$ cat src/rtl/bcd_convert_ctrl_pkg.sv
// Shared types and sizing helpers for the iterative binary-to-BCD converter.
package bcd_pkg;

  typedef enum logic [1:0] {
    StIdle  = 2'd0,
    StShift = 2'd1,
    StDone  = 2'd2
  } state_e;

  localparam logic [3:0] ADD3_THRESH = 4'd5;

  // The closed-form bound over-sizes some widths (21 for W=16); the decimal digit count of
  // 2^W-1 gives a tighter bound, so take whichever is smaller.
  function automatic int unsigned bcd_width(input int unsigned w);
    int unsigned loose;
    int unsigned digits;
    loose  = w + (w - 4) / 3 + 1;
    digits = ((w * 1233) >> 12) + 1;
    return (loose < 4 * digits) ? loose : 4 * digits;
  endfunction

  function automatic int unsigned bcd_digits(input int unsigned w);
    return (bcd_width(w) + 3) / 4;
  endfunction

endpackage

$ cat src/rtl/bcd_convert_ctrl_if.sv
// Producer/consumer handshake bundle for bcd_convert_ctrl.
// The blank vector exists only when BCD_BLANK_EN is defined.
interface bcd_convert_ctrl_if
  import bcd_pkg::*;
#(
  parameter int unsigned W = 16
);
  localparam int unsigned BW = bcd_width(W);
  localparam int unsigned D  = bcd_digits(W);

  logic          in_valid;
  logic          in_ready;
  logic [W-1:0]  bin;
  logic          out_valid;
  logic          out_ready;
  logic [BW-1:0] bcd;
  logic          busy;
`ifdef BCD_BLANK_EN
  logic [D-1:0]  blank;

  modport master (
    output in_valid, bin, out_ready,
    input  in_ready, out_valid, bcd, busy, blank
  );
  modport slave (
    input  in_valid, bin, out_ready,
    output in_ready, out_valid, bcd, busy, blank
  );
`else
  modport master (
    output in_valid, bin, out_ready,
    input  in_ready, out_valid, bcd, busy
  );
  modport slave (
    input  in_valid, bin, out_ready,
    output in_ready, out_valid, bcd, busy
  );
`endif

endinterface

$ cat src/rtl/bcd_dabble_digit.sv
// Double-dabble correction cell: adds 3 to a BCD digit of 5 or more before the shift.
module bcd_dabble_digit
  import bcd_pkg::*;
(
  input  logic [3:0] in_i,
  output logic [3:0] out_o
);

  assign out_o = (in_i >= ADD3_THRESH) ? in_i + 4'd3 : in_i;

endmodule

$ cat src/rtl/bcd_convert_ctrl.sv
// Iterative handshaked binary-to-BCD converter, one double-dabble step per clock.
// Optional BCD_BLANK_EN adds a registered leading-zero blanking vector.
module bcd_convert_ctrl
  import bcd_pkg::*;
#(
  parameter int unsigned W = 16
) (
  input logic               clk,
  input logic               rst_n,
  bcd_convert_ctrl_if.slave bus
);

  localparam int unsigned BW   = bcd_width(W);
  localparam int unsigned D    = bcd_digits(W);
  localparam int unsigned CntW = $clog2(W + 1);

  state_e            state_q, state_d;
  logic [W-1:0]      shreg_q, shreg_d;
  logic [BW-1:0]     scratch_q, scratch_d;
  logic [CntW-1:0]   cnt_q, cnt_d;
  logic [BW-1:0]     bcd_q, bcd_d;
  logic [BW-1:0]     corr;
  logic [BW+W-1:0]   shifted;

  // A narrow top digit can never reach 5, so it is passed through uncorrected.
  for (genvar g = 0; g < D; g++) begin : g_digit
    localparam int unsigned Lo = 4 * g;
    if (Lo + 4 <= BW) begin : g_full
      bcd_dabble_digit u_digit (
        .in_i (scratch_q[Lo +: 4]),
        .out_o(corr[Lo +: 4])
      );
    end else begin : g_part
      assign corr[BW-1:Lo] = scratch_q[BW-1:Lo];
    end
  end

  assign shifted = {corr, shreg_q} << 1;

`ifdef BCD_BLANK_EN
  logic [D-1:0]   blank_q, blank_d;
  logic [D-1:0]   blank_calc;
  logic [4*D-1:0] padded;

  always_comb begin
    logic all_zero;
    padded   = (4 * D)'(shifted[BW+W-1:W]);
    all_zero = 1'b1;
    for (int i = D - 1; i >= 0; i--) begin
      all_zero      = all_zero & (padded[4*i +: 4] == 4'd0);
      blank_calc[i] = all_zero;
    end
    blank_calc[0] = 1'b0;
  end

  assign bus.blank = blank_q;
`endif

  always_comb begin
    state_d   = state_q;
    shreg_d   = shreg_q;
    scratch_d = scratch_q;
    cnt_d     = cnt_q;
    bcd_d     = bcd_q;
`ifdef BCD_BLANK_EN
    blank_d   = blank_q;
`endif
    unique case (state_q)
      StIdle: begin
        if (bus.in_valid) begin
          shreg_d   = bus.bin;
          scratch_d = '0;
          cnt_d     = CntW'(W);
          state_d   = StShift;
        end
      end
      StShift: begin
        scratch_d = shifted[BW+W-1:W];
        shreg_d   = shifted[W-1:0];
        cnt_d     = cnt_q - CntW'(1);
        if (cnt_q == CntW'(1)) begin
          state_d = StDone;
          bcd_d   = shifted[BW+W-1:W];
`ifdef BCD_BLANK_EN
          blank_d = blank_calc;
`endif
        end
      end
      StDone: begin
        if (bus.out_ready) state_d = StIdle;
      end
      default: state_d = StIdle;
    endcase
  end

  always_ff @(posedge clk) begin
    if (!rst_n) begin
      state_q   <= StIdle;
      shreg_q   <= '0;
      scratch_q <= '0;
      cnt_q     <= '0;
      bcd_q     <= '0;
`ifdef BCD_BLANK_EN
      blank_q   <= '0;
`endif
    end else begin
      state_q   <= state_d;
      shreg_q   <= shreg_d;
      scratch_q <= scratch_d;
      cnt_q     <= cnt_d;
      bcd_q     <= bcd_d;
`ifdef BCD_BLANK_EN
      blank_q   <= blank_d;
`endif
    end
  end

  assign bus.in_ready  = (state_q == StIdle);
  assign bus.out_valid = (state_q == StDone);
  assign bus.busy      = (state_q == StShift);
  assign bus.bcd       = bcd_q;

endmodule

$ cat src/flat_wrapper.sv
// flat-port wrapper written by rule: the top's interface ports become plain ports
module bcd_convert_ctrl_flat import bcd_pkg::*;
#(
  parameter int unsigned W = 16
)
  (clk, rst_n, bus_in_valid, bus_bin, bus_out_ready, bus_in_ready, bus_out_valid, bus_bcd, bus_busy);
  bcd_convert_ctrl_if #(.W(W)) bus_i ();
  input logic clk;
  input logic rst_n;
  input wire logic [$bits(bus_i.in_valid)-1:0] bus_in_valid;
  input wire logic [$bits(bus_i.bin)-1:0] bus_bin;
  input wire logic [$bits(bus_i.out_ready)-1:0] bus_out_ready;
  output wire logic [$bits(bus_i.in_ready)-1:0] bus_in_ready;
  output wire logic [$bits(bus_i.out_valid)-1:0] bus_out_valid;
  output wire logic [$bits(bus_i.bcd)-1:0] bus_bcd;
  output wire logic [$bits(bus_i.busy)-1:0] bus_busy;
  assign bus_i.in_valid = bus_in_valid;
  assign bus_i.bin = bus_bin;
  assign bus_i.out_ready = bus_out_ready;
  assign bus_in_ready = bus_i.in_ready;
  assign bus_out_valid = bus_i.out_valid;
  assign bus_bcd = bus_i.bcd;
  assign bus_busy = bus_i.busy;
  bcd_convert_ctrl #(.W(W)) u_core (.clk(clk), .rst_n(rst_n), .bus(bus_i));
endmodule
$ cat config.mk
export PLATFORM = sky130hd
export DESIGN_NAME = bcd_convert_ctrl_flat
export DESIGN_NICKNAME = d
export VERILOG_FILES = /design/src/rtl/bcd_convert_ctrl_pkg.sv /design/src/rtl/bcd_convert_ctrl_if.sv /design/src/rtl/bcd_dabble_digit.sv /design/src/rtl/bcd_convert_ctrl.sv /design/src/flat_wrapper.sv
export SDC_FILE = /design/constraint.sdc
export NUM_CORES = 1
export LEC_CHECK = 0
export CORE_MARGIN = 2
export CORE_UTILIZATION = 36
export DETAILED_ROUTE_END_ITERATION = 7
export PLACE_DENSITY = 0.57
export RECOVER_POWER = 100
export SYNTH_ARGS = -nofsm -noshare
export SYNTH_HDL_FRONTEND = slang
export SYNTH_HIERARCHICAL = 1
export SYNTH_SLANG_ARGS = --single-unit
$ cat constraint.sdc
create_clock -name clk -period 1.77 [get_ports clk]
set_input_delay 0.354 -clock clk [delete_from_list [all_inputs] [get_ports clk]]
set_output_delay 0.354 -clock clk [all_outputs]
set_load 0.01 [all_outputs]
After elaboration in Yosys (flattened, before gate mapping)
Cells that the tools add are included.

Flip-flop bits (word level): 63. Bits of input ports: 20. Output and inout port bits: 23. Logic and storage cells: 42.

$add $sub $neg: 6. Magnitude comparators: 5. Equal/unequal tests: 6. Muxes and demuxes: 15. Reduce and logical (&&, ||, !) cells: 5.

Operator list (number): 20-bit case mux with 2 select lines (1); 16-bit case mux with 2 select lines (1); 4-bit by 3-bit greater-or-equal comparator with 1-bit output, second input constant (5); 20-bit 2-to-1 mux (1); 4-bit by 2-bit adder with 4-bit output, second input constant (4); 16-bit 2-to-1 mux (1); 4-bit 2-to-1 mux (4); 5-bit case mux with 2 select lines (1); 2-bit 2-to-1 mux (3); 2-bit case mux with 3 select lines (1); 5-bit by 1-bit == test with 1-bit output, second input constant (1); 5-bit 2-to-1 mux (1); 5-bit by 1-bit subtractor with 5-bit output, second input constant (1); 2-bit != test, second input constant (2); 2-bit AND reduction (2); 3-bit by 2-bit adder with 3-bit output, second input constant (1); 3-bit 2-to-1 mux (1); 3-bit AND reduction (1); 2-bit by 1-bit == test with 1-bit output, second input constant (1); 2-bit == test, second input constant (1); 2-bit logical NOT (1); 2-bit by 1-bit != test with 1-bit output, second input constant (1); 2-bit nonzero test (1).

Logic depth before layout (Yosys ltp)
Word-level depth: 3. Depth in mapped cells: 7. Depth with buffers taken out: 7.

By module
The synthesis kept the hierarchy.

Modules (own cells, without submodules): bcd_convert_ctrl (instances 1, cells each 289, area an instance 2611.3 um^2, sequential area each 1261.2 um^2); bcd_dabble_digit (instances 5, cells each 16, area an instance 101.3 um^2, sequential area each 0.0 um^2).

Worst setup path before layout
No wires, ideal clock.

Kind: register -> register. From: reg u_core.scratch_q[17]. To: reg u_core.scratch_q[18]. Data arrival time: 1.286 ns. Slack: 0.419 ns. Stages on the path, launching flop included: 8. Cell sequence: dfxtp_1 > inv_1 > ha_1 > nand2b_1 > a21oi_2 > mux2i_1 > a22oi_1 > nor2_1.

Cells in the longest elaborated chain, start to end: 3. Elaborated cells between the ends (all ways): 4.

Ends and longest elaborated chain: start, declared (RTL line bcd_convert_ctrl.sv:19) `logic [BW-1:0] scratch_q, scratch_d;`; start signal, assigned (RTL line bcd_convert_ctrl.sv:109) `scratch_q <= scratch_d;`; 4-bit by 3-bit greater-or-equal comparator with 1-bit output or 3-bit by 2-bit adder with 3-bit output (tied branches) (RTL line bcd_dabble_digit.sv:9) `assign out_o = (in_i >= ADD3_THRESH) ? in_i + 4'd3 : in_i;`; 3-bit 2-to-1 mux * (RTL line bcd_dabble_digit.sv:9); net u_core.corr[17] (RTL line bcd_convert_ctrl.sv:22) `logic [BW-1:0] corr;`; 20-bit case mux with 2 select lines * (RTL line bcd_convert_ctrl.sv:68) `unique case (state_q)`.

The timed path passes the listed nets; every way through them passes the cells marked *. A chain may end at the register's enable or synchronous reset.

Worst setup path in the final report
From: reg u_core.state_q[0]. To: out bus_in_ready.

Cells in the longest elaborated chain, start to end: 1.

Ends and longest elaborated chain: start, declared (RTL line bcd_convert_ctrl.sv:17) `state_e state_q, state_d;`; start signal, assigned (RTL line bcd_convert_ctrl.sv:98) `state_q <= StIdle;`; start signal, assigned (RTL line bcd_convert_ctrl.sv:107) `state_q <= state_d;`; 2-bit logical NOT (RTL line bcd_convert_ctrl.sv:118) `assign bus.in_ready = (state_q == StIdle);`; end, declared (RTL line flat_wrapper.sv:13) `output wire logic [$bits(bus_i.in_ready)-1:0] bus_in_ready;`.

No other way between the ends.

==> results.sh <==
export IMPL_pre_cts_slack_ns=-0.295
export IMPL_clk_latency_ns=0.33
export IMPL_synth_area_per_cell_sq_um=8.49
export IMPL_setup_violations=0
export IMPL_cts_tree="done"
export IMPL_hold_class="register to register"
export IMPL_cts_root_buf="clkbuf_8"
export IMPL_holdWs_ns=0.454
export IMPL_area_growth_pct=22.5
export IMPL_dieWidth_microns=96.8
export IMPL_nets=437
export IMPL_grt_max_degree=59
export IMPL_outcome="completed"
export IMPL_htree_levels=3
export IMPL_gr_total_overflow=0
export IMPL_initialDrtViolationCount=91
export IMPL_multi_input_area_sq_mm=0.00163
export IMPL_cts_sinks=63
export IMPL_final_util_pct=45.7
export IMPL_ant_nets=0
export IMPL_coreArea_sq_mm=0.00830
export IMPL_cp_data_arrival_time_ns=1.28
export IMPL_worstPathCellList="buf_2 -> nor2_1 -> dlygate4sd2_1"
export IMPL_vias=2562
export IMPL_initial_core_util_pct=37.3
export IMPL_worst_slew_pin_slew_ns=0.602
export IMPL_holdBufCountCts=0
export IMPL_antenna_found_initial=0
export IMPL_avgRoutedWirePerCell_microns=13.3
export IMPL_maxSlewViolCount=0
export IMPL_critPathMaxStageDelay_ns=0.39
export IMPL_critPathTopFamily="buffers and inverters"
export IMPL_finalHoldViolCount=0
export IMPL_antenna_cells=0
export IMPL_cts_buffer_depth=2
export IMPL_required_ns=1.42
export IMPL_end_kind="output pin"
export IMPL_drtPass1Iterations=4
export IMPL_seq_area_sq_mm=0.00126
export IMPL_crit_buf_inv=2
export IMPL_drv_cap=0
export IMPL_path_clk_slew_ns=0.06
export IMPL_fillerInstances=821
export IMPL_finClkSkew_ns=0.00720
export IMPL_numPortBuffers=42
export IMPL_dp_hpwl_mm=4.43
export IMPL_grt_pass1_wl_mm=12.0
export IMPL_start_kind="register"
export IMPL_period_share_pct=92.5
export IMPL_powerDensity_mw_per_mm2=800
export IMPL_fmax_ghz=0.611
export IMPL_synthCells=365
export IMPL_slew_headroom_pct=59.8
export IMPL_rows=33
export IMPL_setup_tns_ns=0
export IMPL_viasPerCell=4.98
export IMPL_layout_drive_gt1_share_pct=7.58
export IMPL_cp_slowest_cell="dfxtp_4"
export IMPL_setup_ws_ns=0.133
export IMPL_r2r_setup_slack_ns=0.17
export IMPL_gp_congestion=0.742
export IMPL_grt_pass1_vias=2535
export IMPL_die_area_sq_mm=0.00936
export IMPL_routed_wirelength_mm=6.84
export IMPL_io_pins=43
export IMPL_path_class="register to output pin"
export IMPL_p_leak_uw=0.00148
export IMPL_path_max_fanout=12
export IMPL_gr_usage_all_layers_pct=15.3
export IMPL_drc=0
export IMPL_placed_cells=499
export IMPL_syn_num_nets=397
export IMPL_final_cell_count_no_fill=514
export IMPL_syn_cell_area_sq_mm=0.00310
export IMPL_layout_min_cycle_time_ns=1.64
export IMPL_rsz0062_at_grt="no"
export IMPL_peakVddDrop_v=0.000413
export IMPL_chipHeight_microns=96.8
export IMPL_yosysWarnings=6
export IMPL_cts_setup_buffers=0
export IMPL_cts_buffers=9
-- worst min-delay path: cells and delay by family, from the launching register on --
kind	cells	cell delay, ns
flops	1	0.31
mux	1	0.05
simple gates	1	0.05
-- flip-flops by register name, indices dropped and copies added (netlist names) --
signal,cells
u_core/bus.bcd,20
u_core/shreg_q,16
u_core/state_q,2
u_core/cnt_q,5
u_core/scratch_q,20
-- layout by cell type, fill, tap and decap left out, drive strengths merged, types with 2 or more instances in the layout --
cell type and n:
nor2b 13, nor2 45, a22o 2, ha 12, nand3b 2, a22oi 20
mux2i 25, and4b 2, inv 16, o21ai 8, nand2b 10, dlygate4sd3 21
buf 12, nor3b 2, nor3 4, a31oi 2, dfxtp 63, nand3 3
o221a 13, xnor2 5, clkdlybuf4s50 17, dlygate4sd2 3, a21oi 19, a221oi 2
clkbuf 17, nand2 61
-- worst paths after layout --
check	from	to	cells past startpoint
min	u_core/bus.bcd[17]	u_core/bus.bcd[17]	2
max	u_core/state_q[0]	bus_in_ready	3
max reg2reg	u_core/scratch_q[13]	u_core/bus.bcd[14]	7
min reg2reg	u_core/bus.bcd[17]	u_core/bus.bcd[17]	2
-- per-layer routing --
layer	track usage [%]	wire (microns)
met4	6.28	24
met5	0	0
met2	23.1	3010
met1	20.9	3550
met3	3.83	257
-- final cells by class --
class | count | area share [%]
inverter | 17 | 1.68
clock buffer | 15 | 4.65
sequential | 63 | 33.3
tap | 105 | 3.46
multi-input combinational | 259 | 43.0
timing repair buffer | 55 | 13.9
-- metrics by stage --
stage	power [uW]	area, sq um
floorplan	1800	3100
global placement	1940	3640
detailed placement	1940	3640
CTS	3090	3820
global route	3190	3790
finish	3040	3790
-- report_power, final --
part | leakage [uW] | internal, uW | switching (uW) | total, uW
sequential | 0.000513 | 1480 | 39.6 | 1510
combinational | 0.000881 | 180 | 205 | 385
clock | 0.0000898 | 619 | 518 | 1140
-- timing repair --
action / in CTS / in global routing
resized for setup: 6 / 1
gates cloned: 0 / 0
pin swaps: 0 / 0
endpoints found under the setup margin: 3 / 14
No activity file was read; power rests on OpenSTA's default activity.
